$ cat config.mk
export PLATFORM = sky130hd
export DESIGN_NAME = nl_layer_ctrl
export DESIGN_NICKNAME = d
export VERILOG_FILES = /design/src/rtl/nl_layer_ctrl.sv
export SDC_FILE = /design/constraint.sdc
export NUM_CORES = 2
export LEC_CHECK = 0
export BUFFER_PORTS_ARGS = -buffer_cell sky130_fd_sc_hd__buf_2
export CAP_MARGIN = 20
export CELL_PAD_IN_SITES_DETAIL_PLACEMENT = 0
export CELL_PAD_IN_SITES_GLOBAL_PLACEMENT = 1
export CORE_MARGIN = 8
export CORE_UTILIZATION = 50
export DETAILED_ROUTE_END_ITERATION = 10
export PLACE_DENSITY_LB_ADDON = 0.15
export SYNTH_ARGS = -nofsm -noshare
export SYNTH_HDL_FRONTEND = slang
export SYNTH_SLANG_ARGS = --single-unit
export TNS_END_PERCENT = 20
$ cat constraint.sdc
create_clock -name clk -period 14.8 [get_ports clk]
set_input_delay 1.48 -clock clk [delete_from_list [all_inputs] [get_ports clk]]
set_output_delay 1.48 -clock clk [all_outputs]
set_load 0.02 [all_outputs]
$ cat src/rtl/nl_layer_ctrl.sv
// Sequencer for the nonlinearity layer: validates a shadowed configuration, streams
// input-buffer reads into the fixed-latency datapath and emits matching output writes.
module nl_layer_ctrl #(
   parameter int                ADDR_W   = 16,
   parameter logic [ADDR_W-1:0] IN_BASE  = 16'h0000,
   parameter logic [ADDR_W-1:0] OUT_BASE = 16'h8000,
   parameter int                PIPE_LAT = 3
) (
   input  logic              clk,
   input  logic              rst,
   input  logic              start,
   input  logic              pause,
   input  logic [15:0]       cfg_data_wid,
   input  logic [15:0]       cfg_data_hei,
   input  logic [15:0]       cfg_data_ch,
   input  logic [15:0]       cfg_nl_type,
   input  logic [15:0]       cfg_input_data_length,
   output logic [1:0]        nl_mode,
   output logic              rd_en,
   output logic [ADDR_W-1:0] rd_addr,
   output logic              wr_en,
   output logic [ADDR_W-1:0] wr_addr,
   output logic [15:0]       output_wid,
   output logic [15:0]       output_hei,
   output logic [15:0]       output_ch,
   output logic [15:0]       output_data_length,
   output logic              busy,
   output logic              done,
   output logic              err
);

   typedef enum logic [2:0] {S_IDLE, S_CHECK, S_RUN, S_DRAIN, S_DONE, S_ERR} state_t;

   localparam logic [PIPE_LAT-1:0] TOP_BIT = PIPE_LAT'(1) << (PIPE_LAT - 1);
   localparam logic [ADDR_W:0]     CNT_ONE = (ADDR_W + 1)'(1);
   localparam logic [47:0]         N_MAX   = 48'd1 << (ADDR_W - 1);

   state_t            state_q, state_d;
   logic [15:0]       wid_q, wid_d, hei_q, hei_d, ch_q, ch_d, type_q, type_d, len_q, len_d;
   logic [15:0]       owid_q, owid_d, ohei_q, ohei_d, och_q, och_d, olen_q, olen_d;
   logic [ADDR_W:0]   cnt_q, cnt_d, n_q, n_d;
   logic [1:0]        mode_q, mode_d;
   logic              err_q, err_d;
   logic [PIPE_LAT-1:0] vld_q;
   logic [ADDR_W-1:0] off_q [PIPE_LAT];

   logic [47:0]       n_full;
   logic              cfg_bad;
   logic              rd_go;

   always_comb begin
      n_full  = 48'(wid_q) * 48'(hei_q) * 48'(ch_q);
      cfg_bad = (wid_q == '0) || (hei_q == '0) || (ch_q == '0) ||
                (n_full != 48'(len_q)) || (type_q[15:2] != '0) ||
                (type_q[1:0] == 2'd3) || (n_full > N_MAX);
   end

   always_comb begin
      state_d = state_q;
      wid_d   = wid_q;
      hei_d   = hei_q;
      ch_d    = ch_q;
      type_d  = type_q;
      len_d   = len_q;
      owid_d  = owid_q;
      ohei_d  = ohei_q;
      och_d   = och_q;
      olen_d  = olen_q;
      cnt_d   = cnt_q;
      n_d     = n_q;
      mode_d  = mode_q;
      err_d   = err_q;
      rd_go   = 1'b0;
      case (state_q)
         S_IDLE: begin
            if (start) begin
               wid_d   = cfg_data_wid;
               hei_d   = cfg_data_hei;
               ch_d    = cfg_data_ch;
               type_d  = cfg_nl_type;
               len_d   = cfg_input_data_length;
               err_d   = 1'b0;
               state_d = S_CHECK;
            end
         end
         S_CHECK: begin
            if (cfg_bad) begin
               err_d   = 1'b1;
               state_d = S_ERR;
            end else begin
               mode_d  = type_q[1:0];
               n_d     = n_full[ADDR_W:0];
               cnt_d   = '0;
               owid_d  = wid_q;
               ohei_d  = hei_q;
               och_d   = ch_q;
               olen_d  = len_q;
               state_d = S_RUN;
            end
         end
         S_RUN: begin
            // pause gates the read in the same cycle; cnt never exceeds n_q here
            if (!pause) begin
               rd_go = 1'b1;
               cnt_d = cnt_q + CNT_ONE;
               if (cnt_q + CNT_ONE == n_q) state_d = S_DRAIN;
            end
         end
         S_DRAIN: begin
            // only the entry leaving this cycle may remain in the delay line
            if ((vld_q & ~TOP_BIT) == '0) state_d = S_DONE;
         end
         S_DONE:  state_d = S_IDLE;
         S_ERR:   state_d = S_IDLE;
         default: state_d = S_IDLE;
      endcase
   end

   always_ff @(posedge clk or negedge rst) begin
      if (!rst) begin
         state_q <= S_IDLE;
         wid_q   <= '0;
         hei_q   <= '0;
         ch_q    <= '0;
         type_q  <= '0;
         len_q   <= '0;
         owid_q  <= '0;
         ohei_q  <= '0;
         och_q   <= '0;
         olen_q  <= '0;
         cnt_q   <= '0;
         n_q     <= '0;
         mode_q  <= '0;
         err_q   <= 1'b0;
      end else begin
         state_q <= state_d;
         wid_q   <= wid_d;
         hei_q   <= hei_d;
         ch_q    <= ch_d;
         type_q  <= type_d;
         len_q   <= len_d;
         owid_q  <= owid_d;
         ohei_q  <= ohei_d;
         och_q   <= och_d;
         olen_q  <= olen_d;
         cnt_q   <= cnt_d;
         n_q     <= n_d;
         mode_q  <= mode_d;
         err_q   <= err_d;
      end
   end

   always_ff @(posedge clk or negedge rst) begin
      if (!rst) begin
         vld_q <= '0;
         for (int i = 0; i < PIPE_LAT; i++) off_q[i] <= '0;
      end else begin
         vld_q[0] <= rd_go;
         off_q[0] <= cnt_q[ADDR_W-1:0];
         for (int i = 1; i < PIPE_LAT; i++) begin
            vld_q[i] <= vld_q[i-1];
            off_q[i] <= off_q[i-1];
         end
      end
   end

   assign rd_en              = rd_go;
   assign rd_addr            = rd_go ? (IN_BASE + cnt_q[ADDR_W-1:0]) : '0;
   assign wr_en              = vld_q[PIPE_LAT-1];
   assign wr_addr            = wr_en ? (OUT_BASE + off_q[PIPE_LAT-1]) : '0;
   assign nl_mode            = mode_q;
   assign output_wid         = owid_q;
   assign output_hei         = ohei_q;
   assign output_ch          = och_q;
   assign output_data_length = olen_q;
   assign busy               = (state_q == S_CHECK) || (state_q == S_RUN) || (state_q == S_DRAIN);
   assign done               = (state_q == S_DONE);
   assign err                = err_q;

endmodule

## Word-level counts from Yosys, hierarchy flattened

Index checks and enable logic that the tools add are counted.

| word-level totals | value |
|---|---|
| bits in registers | 235 |
| latch bits | 0 |
| bits in writable memories | 0 |
| memory bits (read-only) | 0 |
| input port bits | 84 |
| output and inout port bits | 103 |
| logic and storage cells | 74 |
| memories kept | 0 |

| cells by class | value |
|---|---|
| $add $sub $neg | 2 |
| $mul | 2 |
| div/mod/pow operators | 0 |
| magnitude comparators | 1 |
| eq/ne operators | 13 |
| shifts and indexed selects | 0 |
| muxes and demuxes | 16 |
| bitwise operators | 1 |
| reduce and logical (&&, ||, !) cells | 21 |

Operator list:

| kind | number |
|---|---|
| $gt A48 B16 Y1 const B | 1 |
| $logic_not A16 Y1 | 3 |
| $mul A32 B16 Y48 | 1 |
| $ne A48 B16 Y1 | 1 |
| $mux W17 | 2 |
| $pmux W17 S2 | 1 |
| $mul A16 B16 Y32 | 1 |
| $mux W16 | 2 |
| $add A17 B1 Y17 const B | 1 |
| $eq A17 B17 Y1 | 1 |
| $add A16 B16 Y16 const A | 1 |
| $mux W3 | 5 |
| $reduce_bool A14 Y1 | 1 |
| $ne A2 B2 Y1 const B | 6 |
| $pmux W3 S4 | 1 |
| $logic_or A1 B1 Y1 | 8 |
| $eq A3 B2 Y1 const B | 2 |
| $logic_not A3 Y1 | 2 |
| $reduce_and A3 Y1 | 2 |
| $mux W1 | 4 |
| $reduce_and A2 Y1 | 2 |
| $reduce_and A4 Y1 | 1 |
| $reduce_bool A2 Y1 | 2 |
| $eq A3 B1 Y1 const B | 1 |
| other kinds (4) | 4 |

## Logic depth before layout (Yosys ltp)

| logic depth | value |
|---|---|
| word-level depth | 9 |
| mapped depth | 52 |
| gate-level depth less buffers | 47 |

## Least setup slack after synthesis

Ideal clock, no wire load.

| timing path | value |
|---|---|
| path type | flip-flop to flip-flop |
| start point | reg hei_q[1] |
| end point | reg n_q[1] |
| library setup time | 0.125 ns |
| data arrival time | 12.712 ns |
| data required time | 14.675 ns |
| path slack | 1.963 ns |
| cell stages (with the launch flop) | 45 |
| path buffers | 6 |
| period minus slack after synthesis | 12.837 ns |
| cells stage by stage | dfrtp_1 > clkbuf_1 > clkbuf_1 > nand2_1 > fa_1 > fa_1 > fa_1 > fa_1 > fa_1 > fa_1 > inv_1 > ha_1 > clkbuf_1 > nand3_1 > o41ai_1 > nand4_1 > a21oi_1 > a211oi_1 > [9 not listed] > inv_1 > fa_1 > fa_1 > fa_1 > inv_1 > ha_1 > a21oi_1 > o21ai_0 > or2_2 > o21ai_0 > o31ai_1 > or3_1 > a311oi_1 > nand4_2 > or2_4 > buf_12 > buf_12 > mux2_4 |

| between the ends | value |
|---|---|
| word-level cells in the longest chain between the ends | 9 |
| elaborated cells on any way between the ends | 13 |
| those cells by class | 2 x mul; 1 x order compare; 1 x eq/ne; 1 x bitwise; 8 x reduce/logical |

Ends and longest elaborated chain:

| item | line | text |
|---|---|---|
| from (decl) | 39 | `logic [15:0] wid_q, wid_d, hei_q, hei_d, ch_q, ch_d, type_q, type_d, len_q, len_d;` |
| from (signal assigned) | 138 | `hei_q <= hei_d;` |
| branches (longest 9 deep; another with $mul A32 B16 Y48) | -- |  |
| to (signal assigned) | 147 | `n_q <= n_d;` |
| to (decl) | 41 | `logic [ADDR_W:0] cnt_q, cnt_d, n_q, n_d;` |

Several ways; the timed one is not identified.
A chain may end at the register's enable or synchronous reset.

## Worst setup path after layout

| timing path | value |
|---|---|
| start point | reg wid_q[10] |
| end point | reg ohei_q[10] (netlist: output_hei[10]) |

| between the ends | value |
|---|---|
| word-level cells in the longest chain between the ends | 9 |
| elaborated cells on any way between the ends | 13 |
| those cells by class | 2 x mul; 1 x order compare; 1 x eq/ne; 1 x bitwise; 8 x reduce/logical |

Ends and longest elaborated chain:

| item | line | text |
|---|---|---|
| from (decl) | 39 |  |
| from (signal assigned) | 137 | `wid_q <= wid_d;` |
| branches (longest 6 deep; another with $mul A32 B16 Y48) | -- |  |
| $logic_or A1 B1 Y1 * | 55 | `(type_q[1:0] == 2'd3) \|\| (n_full > N_MAX);` |
| $not A1 Y1 (no line) * | -- |  |
| $reduce_and A2 Y1 (no line) * | -- |  |
| to (signal assigned) | 143 | `ohei_q <= ohei_d;` |
| to (decl) | 40 | `logic [15:0] owid_q, owid_d, ohei_q, ohei_d, och_q, och_d, olen_q, olen_d;` |

Mark *: on every way between the ends.

==> results.cfg <==
[placed_design]
gp_congestion = 0.898
io_buffers = 186
dp_hpwl_mm = 75.3

[status]
status = complete, no violations

[sta]
tightest_slew_ps = 1160
drv_slew = 0
setup_tns_ps = 0
final_hold_viol_count = 0
rsz0062_at_grt = no
setup_viol = 0
max-slew-margin-rel_pct = 21.4
fmax_ghz = 0.0705
finClkSkew_ps = 16.4
post-route-period-util_pct = 95.8
period_minus_slack_ps = 14180

[routing]
route.detailed.drc = 0
drtIter0Drc = 1300
post_drt_wl_per_cell_um = 20.7
vias = 25700
drt-total-wl_mm = 96.7
drtAntennaViolNets = 0
via_per_inst = 5.51
drt_pass1_iterations = 5

[final_layout]
synthToLayoutAreaGrowth_pct = 7.43
fill_cells = 6356
reg.largest.list = off_q x48, cnt_q x17, n_q x17
final_nets = 4624
regMostFlops = off_q
final_cell_mix = 618 x inv_1, 612 x fa_1, 439 x nand2_1, 421 x and2_1, 225 x ha_1
drive_gt1_share_pct = 13.6
final_common_cell = inv_1
largest_reg_flops = 48

[floorplanning]
fp.coreArea_mm2 = 0.0699
die_y_um = 282
rows = 97
die_w_um = 282
start_util_pct = 50.5
die-area_mm2 = 0.0793
pin_count = 187

[critical_path]
crit_family = adder cells
max_stage_delay_ps = 650
cp-start-kind = flip-flop
worst-path-max-fanout = 29
r2r_cells = 42
cp.arrival_ps = 14580
cp_num_buf_inv = 7
r2r-end = output_hei[10]
cp_slowest_cell = or4_1
crit_type = reg -> reg
cpMostUsedCell = fa_1
regToRegSetupSlack_ps = 620
cp-end-kind = flip-flop
r2r-start = wid_q[10]
critPathRequiredTime_ps = 15200

[global_routing]
grt_pass1_vias = 28100
grt_first_pass_wirelength_mm = 157
grt_max_degree = 102
grtUsageTotal_pct = 24.9
antenna_found_initial = 1
grt-ovfl-total = 0

[synth]
syn-cell-area_mm2 = 0.0353
avgSynthCellArea_um2 = 9.74
ys_seq_area_share_pct = 16.7
async_flop_share_pct = 100
syn_inst = 3623
ys.flop_type = dfrtp_1
yosysWarnings = 0
syn_nets = 4544
synth-seq-cells = 235
synth-edff-count = 0
synth.distinct_cells = 83

[hold_path]
holdCritPathClass = reg -> reg
min_to = off_q[0]
hold_path_depth = 0
hp-start = off_q[16]

[clocking]
clk_latency_ps = 530
clockBufferDepth = 3
clkTransAtPathRegs_ps = 60
cts_tree = built
post_cts.repair.setup_buffers = 0
htree_levels = 1
hold_buffers = 0
cts_inserted_buffers = 23
cts.sinks = 235
clockRootBuffer = clkbuf_16

[job]
maxCapViolCount = 0
[cells by family after synthesis]
kind of cell | count (synthesis) | share of synthesized area [%]
xor gates and xnor gates | 99 | 2.53
AOI/OAI and AO/OA | 327 | 6.31
and+or+nand+nor | 1136 | 16.5
adders and majority gates | 837 | 42.7
buffers and inverters | 821 | 9.15
DFF | 235 | 16.7
muxes | 168 | 6.13
[worst max-delay path by stage]
stage | start | endpoint | slack, ps | cells past startpoint
4_1_cts | wid_q[7] | output_hei[10] | 250 | 39
6_report | wid_q[10] | output_hei[10] | 620 | 42
2_1_floorplan | hei_q[1] | n_q[1] | 1960 | 44
5_1_grt | wid_q[10] | output_hei[5] | 6 | 42
3_5_place_dp | wid_q[7] | output_hei[11] | 290 | 41
3_3_place_gp | wid_q[6] | output_hei[6] | 360 | 39
[stage by stage]
stage               worst slack [ps]  cell area (µm²)  hold WS [ps]  cells  util [%]
floorplan                       1960            35300           331   3623         -
global placement                 357            37100           332   4616      53.0
detailed placement               293            37100           335   4618      53.1
CTS                              253            37900           349   4660      54.2
global route                    5.51            37900           349   4661      54.2
finish                           617            37900           347   4662      54.2
[layout make-up]
type	instances	area, µm²	area share [%]
diodes	2	5.00	0.0132
clock buffers	28	624	1.65
clock inverters	14	128	0.337
inverters	618	2320	6.12
multi-input cells	2567	26200	69.2
flip-flops and latches	235	5900	15.6
well taps	940	1180	3.10
repair buffers	258	1510	3.99
[synth_stat cells (all sizes together), types with 15 or more instances]
master	n	area [µm²]
dfrtp	235	5880
nand4	23	150
nor3	19	100
nor2b	15	93.8
nand2	439	1650
nand2b	19	119
a21o	35	263
and2	422	2640
clkbuf	184	691
nor2	66	248
o21ai	60	300
buf	19	220
xor2	31	272
nand3	44	220
a211oi	16	120
o211ai	17	128
ha	225	2820
xnor2	66	578
a21oi	82	418
mux2	156	2040
and3	23	144
inv	618	2320
fa	612	12300
nor4	20	131
[per-layer routing]
| layer | up-vias | part of all wire [%] | global-route usage (%) | wire (µm) |
|---|---|---|---|---|
| met5 | - | 0 | 0 | 0 |
| met4 | 0 | 2.7 | 6.74 | 2650 |
| met3 | 164 | 5.6 | 2.23 | 5430 |
| met2 | 791 | 48 | 42.0 | 46500 |
| met1 | 13300 | 44 | 34.5 | 42100 |
| li1 | 11400 | - | - | - |
[timing repair]
item                                    CTS  global route
endpoints found under the hold margin     0             0
endpoints found under the setup margin    0           103
resized for setup                         0            17
Power is not shown: default switching activity piles up to over one toggle a cycle in this logic, so the estimate is an artifact.
